`config.mk`:
```
export PLATFORM = sky130hd
export DESIGN_NAME = rf_spill_fill_ctrl
export DESIGN_NICKNAME = d
export VERILOG_FILES = /design/src/rtl/rf_ctrl_pkg.sv /design/src/rtl/rf_stack_ptr.sv /design/src/rtl/rf_spill_fill_ctrl.sv
export SDC_FILE = /design/constraint.sdc
export NUM_CORES = 1
export LEC_CHECK = 0
export ABC_AREA = 0
export CORE_AREA = 2 2 128 130
export DETAILED_ROUTE_END_ITERATION = 8
export DIE_AREA = 0 0 130 132
export GPL_TIMING_DRIVEN = 0
export MAX_ROUTING_LAYER = met4
export PLACE_DENSITY = 0.81
export SLEW_MARGIN = 20
export SYNTH_ARGS = -nofsm -noshare
export SYNTH_HDL_FRONTEND = slang
export SYNTH_SLANG_ARGS = --single-unit
```
`constraint.sdc`:
```
create_clock -name CLK -period 3.6 [get_ports CLK]
set_clock_uncertainty 0.15 [all_clocks]
set_input_delay 0.54 -clock CLK [delete_from_list [all_inputs] [get_ports CLK]]
set_output_delay 0.54 -clock CLK [all_outputs]
set_load 0.005 [all_outputs]
```
`src/rtl/rf_ctrl_pkg.sv`:
```
// rf_ctrl_pkg: shared FSM state encoding and word-size helper for the spill/fill controller
package rf_ctrl_pkg;
  typedef enum logic [2:0] {IDLE, SPILL_XFER, FILL_REQ, FILL_WAIT, ERR} state_t;
  function automatic int unsigned word_bytes(input int unsigned dwidth);
    return dwidth / 8;
  endfunction
endpackage

```
`src/rtl/rf_stack_ptr.sv`:
```
// rf_stack_ptr: spill stack pointer with push/pop by one word and whole-window overflow/underflow checks
// Ports: clk, rst (sync active-high), inc/dec (move by one word), sp (next free byte),
//        ovf_chk (a full window would exceed the limit), unf_chk (fewer than one window stacked)
module rf_stack_ptr import rf_ctrl_pkg::*; #(
  parameter int unsigned DWIDTH = 64,
  parameter int unsigned AWIDTH = 32,
  parameter int unsigned NWORDS = 16,
  parameter int unsigned STACK_BASE = 'h1000,
  parameter int unsigned STACK_LIMIT = 'h2000
) (
  input  logic              clk,
  input  logic              rst,
  input  logic              inc,
  input  logic              dec,
  output logic [AWIDTH-1:0] sp,
  output logic              ovf_chk,
  output logic              unf_chk
);
  localparam int unsigned WB = word_bytes(DWIDTH);
  localparam logic [AWIDTH:0] SPAN = (AWIDTH+1)'(NWORDS * WB);
  localparam logic [AWIDTH:0] LIM = (AWIDTH+1)'(STACK_LIMIT);
  localparam logic [AWIDTH:0] FLOOR = (AWIDTH+1)'(STACK_BASE) + SPAN;
  // one extra bit so a pointer near the top of the address space cannot wrap past the limit
  assign ovf_chk = {1'b0, sp} + SPAN > LIM;
  assign unf_chk = {1'b0, sp} < FLOOR;
  always_ff @(posedge clk)
    sp <= rst ? AWIDTH'(STACK_BASE) : inc ? sp + AWIDTH'(WB) : dec ? sp - AWIDTH'(WB) : sp;
endmodule

```
`src/rtl/rf_spill_fill_ctrl.sv`:
```
// rf_spill_fill_ctrl: moves one register window between the register file and a memory stack (spill/fill)
// Ports: CLK, RESET (sync active-high); SPILL/FILL requests, MEM_BUS spill word in, MEM_BUSread fill word out,
//        RF_ADV word-pointer pulse, RF_ENABLE pipeline enable; MEM_REQ/WE/ADDR/WDATA/GNT/RVALID/RDATA memory port;
//        DONE completion pulse, OVF/UNF sticky error flags, SP stack pointer
module rf_spill_fill_ctrl import rf_ctrl_pkg::*; #(
  parameter int unsigned DWIDTH = 64,
  parameter int unsigned AWIDTH = 32,
  parameter int unsigned NWORDS = 16,
  parameter int unsigned STACK_BASE = 'h1000,
  parameter int unsigned STACK_LIMIT = 'h2000
) (
  input  logic              CLK,
  input  logic              RESET,
  input  logic              SPILL,
  input  logic              FILL,
  input  logic [DWIDTH-1:0] MEM_BUS,
  output logic [DWIDTH-1:0] MEM_BUSread,
  output logic              RF_ADV,
  output logic              RF_ENABLE,
  output logic              MEM_REQ,
  output logic              MEM_WE,
  output logic [AWIDTH-1:0] MEM_ADDR,
  output logic [DWIDTH-1:0] MEM_WDATA,
  input  logic              MEM_GNT,
  input  logic              MEM_RVALID,
  input  logic [DWIDTH-1:0] MEM_RDATA,
  output logic              DONE,
  output logic              OVF,
  output logic              UNF,
  output logic [AWIDTH-1:0] SP
);
  localparam int unsigned WB = word_bytes(DWIDTH);
  localparam int CW = $clog2(NWORDS) + 1;
  state_t state, nxt;
  logic [CW-1:0] cnt;
  logic inc, dec, rd_ret, last, adv_q, ovf_chk, unf_chk;
  assign inc = state == SPILL_XFER && MEM_GNT;
  assign dec = state == FILL_REQ && MEM_GNT;
  assign rd_ret = state == FILL_WAIT && MEM_RVALID;
  assign last = cnt == CW'(NWORDS - 1);
  rf_stack_ptr #(
    .DWIDTH(DWIDTH), .AWIDTH(AWIDTH), .NWORDS(NWORDS),
    .STACK_BASE(STACK_BASE), .STACK_LIMIT(STACK_LIMIT)
  ) u_sp (
    .clk(CLK), .rst(RESET), .inc(inc), .dec(dec), .sp(SP), .ovf_chk(ovf_chk), .unf_chk(unf_chk)
  );
  always_ff @(posedge CLK) begin
    if (RESET) begin
      state <= IDLE;
      cnt <= '0;
      adv_q <= 1'b0;
      DONE <= 1'b0;
      OVF <= 1'b0;
      UNF <= 1'b0;
      MEM_BUSread <= '0;
    end else begin
      state <= nxt;
      cnt <= state == IDLE ? '0 : (inc || rd_ret) ? cnt + CW'(1) : cnt;
      // fill word is registered, so the register file's advance pulse follows it by a cycle
      adv_q <= rd_ret;
      DONE <= (inc || rd_ret) && last;
      OVF <= OVF | (state == IDLE && SPILL && ovf_chk);
      UNF <= UNF | (state == IDLE && !SPILL && FILL && unf_chk);
      MEM_BUSread <= rd_ret ? MEM_RDATA : MEM_BUSread;
    end
  end
  always_comb begin
    nxt = state;
    RF_ENABLE = state == IDLE;
    MEM_REQ = state == SPILL_XFER || state == FILL_REQ;
    MEM_WE = state == SPILL_XFER;
    MEM_ADDR = state == SPILL_XFER ? SP : state == FILL_REQ ? SP - AWIDTH'(WB) : '0;
    MEM_WDATA = state == SPILL_XFER ? MEM_BUS : '0;
    RF_ADV = inc | adv_q;
    case (state)
      IDLE:       nxt = SPILL ? (ovf_chk ? ERR : SPILL_XFER) : FILL ? (unf_chk ? ERR : FILL_REQ) : IDLE;
      SPILL_XFER: nxt = inc && last ? IDLE : SPILL_XFER;
      FILL_REQ:   nxt = MEM_GNT ? FILL_WAIT : FILL_REQ;
      FILL_WAIT:  nxt = MEM_RVALID ? (last ? IDLE : FILL_REQ) : FILL_WAIT;
      default:    nxt = ERR;
    endcase
  end
endmodule

```
==> summary.md, run 1 <==
| Metric | Value |
|---|---|
| Layout Cell Area excl Fill | 10,400 µm² |
| Critical path fanouts, max | 10 |
| Placer Congestion | 0.985 |
| Post-synth EDFFs | 0 |
| Overall power | 4.84 mW |
| Setup Crit Path Kind | reg2out |
| Number of global-route vias before repair | 7,369 |
| Avg Inst Size Synth | 6.93 µm² |
| GRT overflow | 0 |
| Critical path's slowest cell | clkdlybuf4s50_1 |
| Initial antenna violation count | 0 |
| Starting DRT DRC Count | 772 |
| ANT cells | 0 |
| FP Rows | 46 |
| Min Tclk post-route | 3.49 ns |
| Fin. max-slew vios | 0 |
| Pre-CTS WS | -0.301 ns |
| Fin util | 0.660 |
| Drc violations | 0 |
| Least-Margin Pin Slew | 0.745 ns |
| Die Ht | 132 µm |
| Hold/Removal Path Class | reg2reg |
| Most common cell after layout, fill and taps aside | clkdlybuf4s50_1 |
| Status | finished, final reports clean |
| Sequential fraction of the synthesis area | 0.339 |
| First-pass GRT wire length | 40,100 µm |
| Detail Placement HPWL | 20,000 µm |
| Wirelength per Cell | 18.0 µm |
| Commonest non-fill, non-tap cells in the layout | clkdlybuf4s50_1, nand2_1, dfxtp_1 |
| Share of cells above drive strength 1 | 0.0797 |
| DR vias/cell | 5.36 |
| Critical path arrival | 2.80 ns |
| Vias | 7,820 |
| CTS clk-pin slew, worst paths | 0.08 ns |
| Critical path endpoint category | output pin |
| P_leak | 3.68 nW |
| Ys Warns | 0 |
| Startpoint Class | flop |
| Synth Instances | 895 |
| H-tree Lvls | 3 |
| CP peak stage delay | 0.59 ns |
| Synth Register Bits | 105 |
| Detail Route Antenna Nets | 0 |
| Cell Chain, Critical Path | nor3b_4 -> clkbuf_2 -> buf_2 -> nand2_1 -> o21ai_0 -> clkdlybuf4s50_1 |
| Clock sink count | 105 |
| Family with the most delay on the worst path | buffers and inverters |
| Primary FF master, synth | dfxtp_1 |
| Core Region | 15,700 µm² |
| Post-CTS Hold Fix Bufs | 0 |
| CTS Buf Count | 9 |
| Final hold viol count | 0 |
| Setup violations, final | 0 |
| Final worst slack | 0.114 ns |
| Die width | 130 µm |
| Req. time, crit path | 2.91 ns |
| Max Cap Viol | 0 |
| Area delta synth->final | 67.0% |
| Root buf cell | clkbuf_16 |
| Post-Syn Area | 6210 µm² |
| GRT Util Overall | 0.305 |
| Post-synth ARST share | 0 |
| Unrepaired setup endpoints after global routing | yes |
| Die area | 17,200 µm² |
| Distinct cells, synth | 67 |
| Cell Pwr Density | 467 nW/µm² |
| Maximum VDD drop | 0.000398 V |
| Tcrit/Tclk final | 0.968 |
| Buffers on Ports | 325 |
| Worst skew pair latency | 0.35 ns |
| Slew headroom | 0.502 |
| Initial Util | 0.395 |
| Placed cell area | 9750 µm² |
| CTS tree | yes |
| # nets final | 1,375 |
| Largest net degree at the start of global routing | 20 |
| Fmax | 287 MHz |
| Top Ports | 333 |
| Routed WL | 26,200 µm |
| Buf+Inv Stages, Crit Path | 3 |
| First-pass DRT Iterations | 5 |
| Clock tree buffer depth | 2 |
area by class of cell:
| class | count | area, µm² |
|---|---|---|
| plain buffers | 80 | 357 |
| inverters | 10 | 37.5 |
| fillers | 1370 | 5350 |
| multi-input cells | 697 | 3980 |
| clock inverters | 6 | 53.8 |
| repair buffers | 334 | 3320 |
| well taps | 216 | 270 |
| clock buffers | 10 | 239 |
| flip-flops and latches | 105 | 2110 |
final timing paths:
check	slack, ns	end	startpoint	cells after the start
setup / recovery	0.11	MEM_ADDR[8]	state[1]	6
setup reg to reg	0.38	OVF	u_sp.sp[17]	8
hold / removal	0.30	OVF	OVF	2
hold reg to reg	0.30	OVF	OVF	2
cells in the mapped netlist, drive strengths merged, types with 14 or more instances:
cell type / n / area, µm²
o21ai: 60 / 300
and2: 69 / 432
nand3: 30 / 150
xnor2: 14 / 123
dfxtp: 105 / 2100
xor2: 15 / 131
clkbuf: 75 / 287
a21oi: 96 / 484
nor3: 25 / 125
nor2: 53 / 199
nand2: 201 / 757
flip-flops by register name, summed over array words and instances, names as in the netlist:
name / flops
u_sp.sp: 29
DONE: 1
adv_q: 1
state: 3
MEM_BUSread: 64
UNF: 1
OVF: 1
cnt: 5
worst min-delay path, stage by stage (launching register included):
cell	delay, ns
dfxtp_1	0.31
inv_1	0.05
a21oi_1	0.05
where the power goes:
part | switching (mW) | internal [mW]
Sequential | 0.125 | 1.24
Clock | 0.494 | 0.506
Combinational | 1.28 | 1.21
Total | 1.90 | 2.95
metal layers:
layer | GRT usage | vias to the layer above | part of all wire
met3 | 0.0751 | 64 | 0.11
met2 | 0.480 | 468 | 0.46
met4 | 0.0902 | 0 | 0.027
met1 | 0.385 | 3555 | 0.40
li1 | - | 3733 | -
met5 | - | - | 0
logic make-up (layout without fill, tap and decap cells):
kind of cell | Yosys count | in the layout | synth area share
buf+inv | 98 | 440 | 0.0653
compound gates | 203 | 203 | 0.186
other cells | 1 | 6 | 0.000604
fa+ha+maj | 4 | 4 | 0.00806
xor+xnor | 29 | 29 | 0.0409
simple gates | 451 | 451 | 0.354
flops | 105 | 105 | 0.339
mux | 4 | 4 | 0.00665
repair_timing:
| action | in CTS | in global routing |
|---|---|---|
| setup buffers | 6 | 3 |
| endpoints found under the setup margin | 43 | 84 |
| endpoints found under the hold margin | 0 | 0 |
| pin swaps | 6 | 6 |
| resized for setup | 44 | 31 |
per-stage QoR:
stage	hold WS [ns]	instances	setup TNS, ns
2_1_floorplan	0.292	900	0
3_3_place_gp	0.286	1441	-1.45
3_5_place_dp	0.292	1441	-1.77
4_1_cts	0.306	1460	-0.00505
5_1_grt	0.320	1458	-0.0213
6_report	0.301	1458	0
Note: power is estimated with default switching activity, not from simulation.
==> run 2: changes to the inputs <==
--- a/config.mk
+++ b/config.mk
@@ -6,10 +6,12 @@
 export NUM_CORES = 1
 export LEC_CHECK = 0
 export ABC_AREA = 0
+export ABC_CLOCK_PERIOD_IN_PS = 3600
 export CORE_AREA = 2 2 128 130
 export DETAILED_ROUTE_END_ITERATION = 8
 export DIE_AREA = 0 0 130 132
 export GPL_TIMING_DRIVEN = 0
+export HOLD_SLACK_MARGIN = 0.1
 export MAX_ROUTING_LAYER = met4
 export PLACE_DENSITY = 0.81
 export SLEW_MARGIN = 20
==> results of run 2 <==
Same layout as run 1: the final DEF is identical, and so are final timing and power.
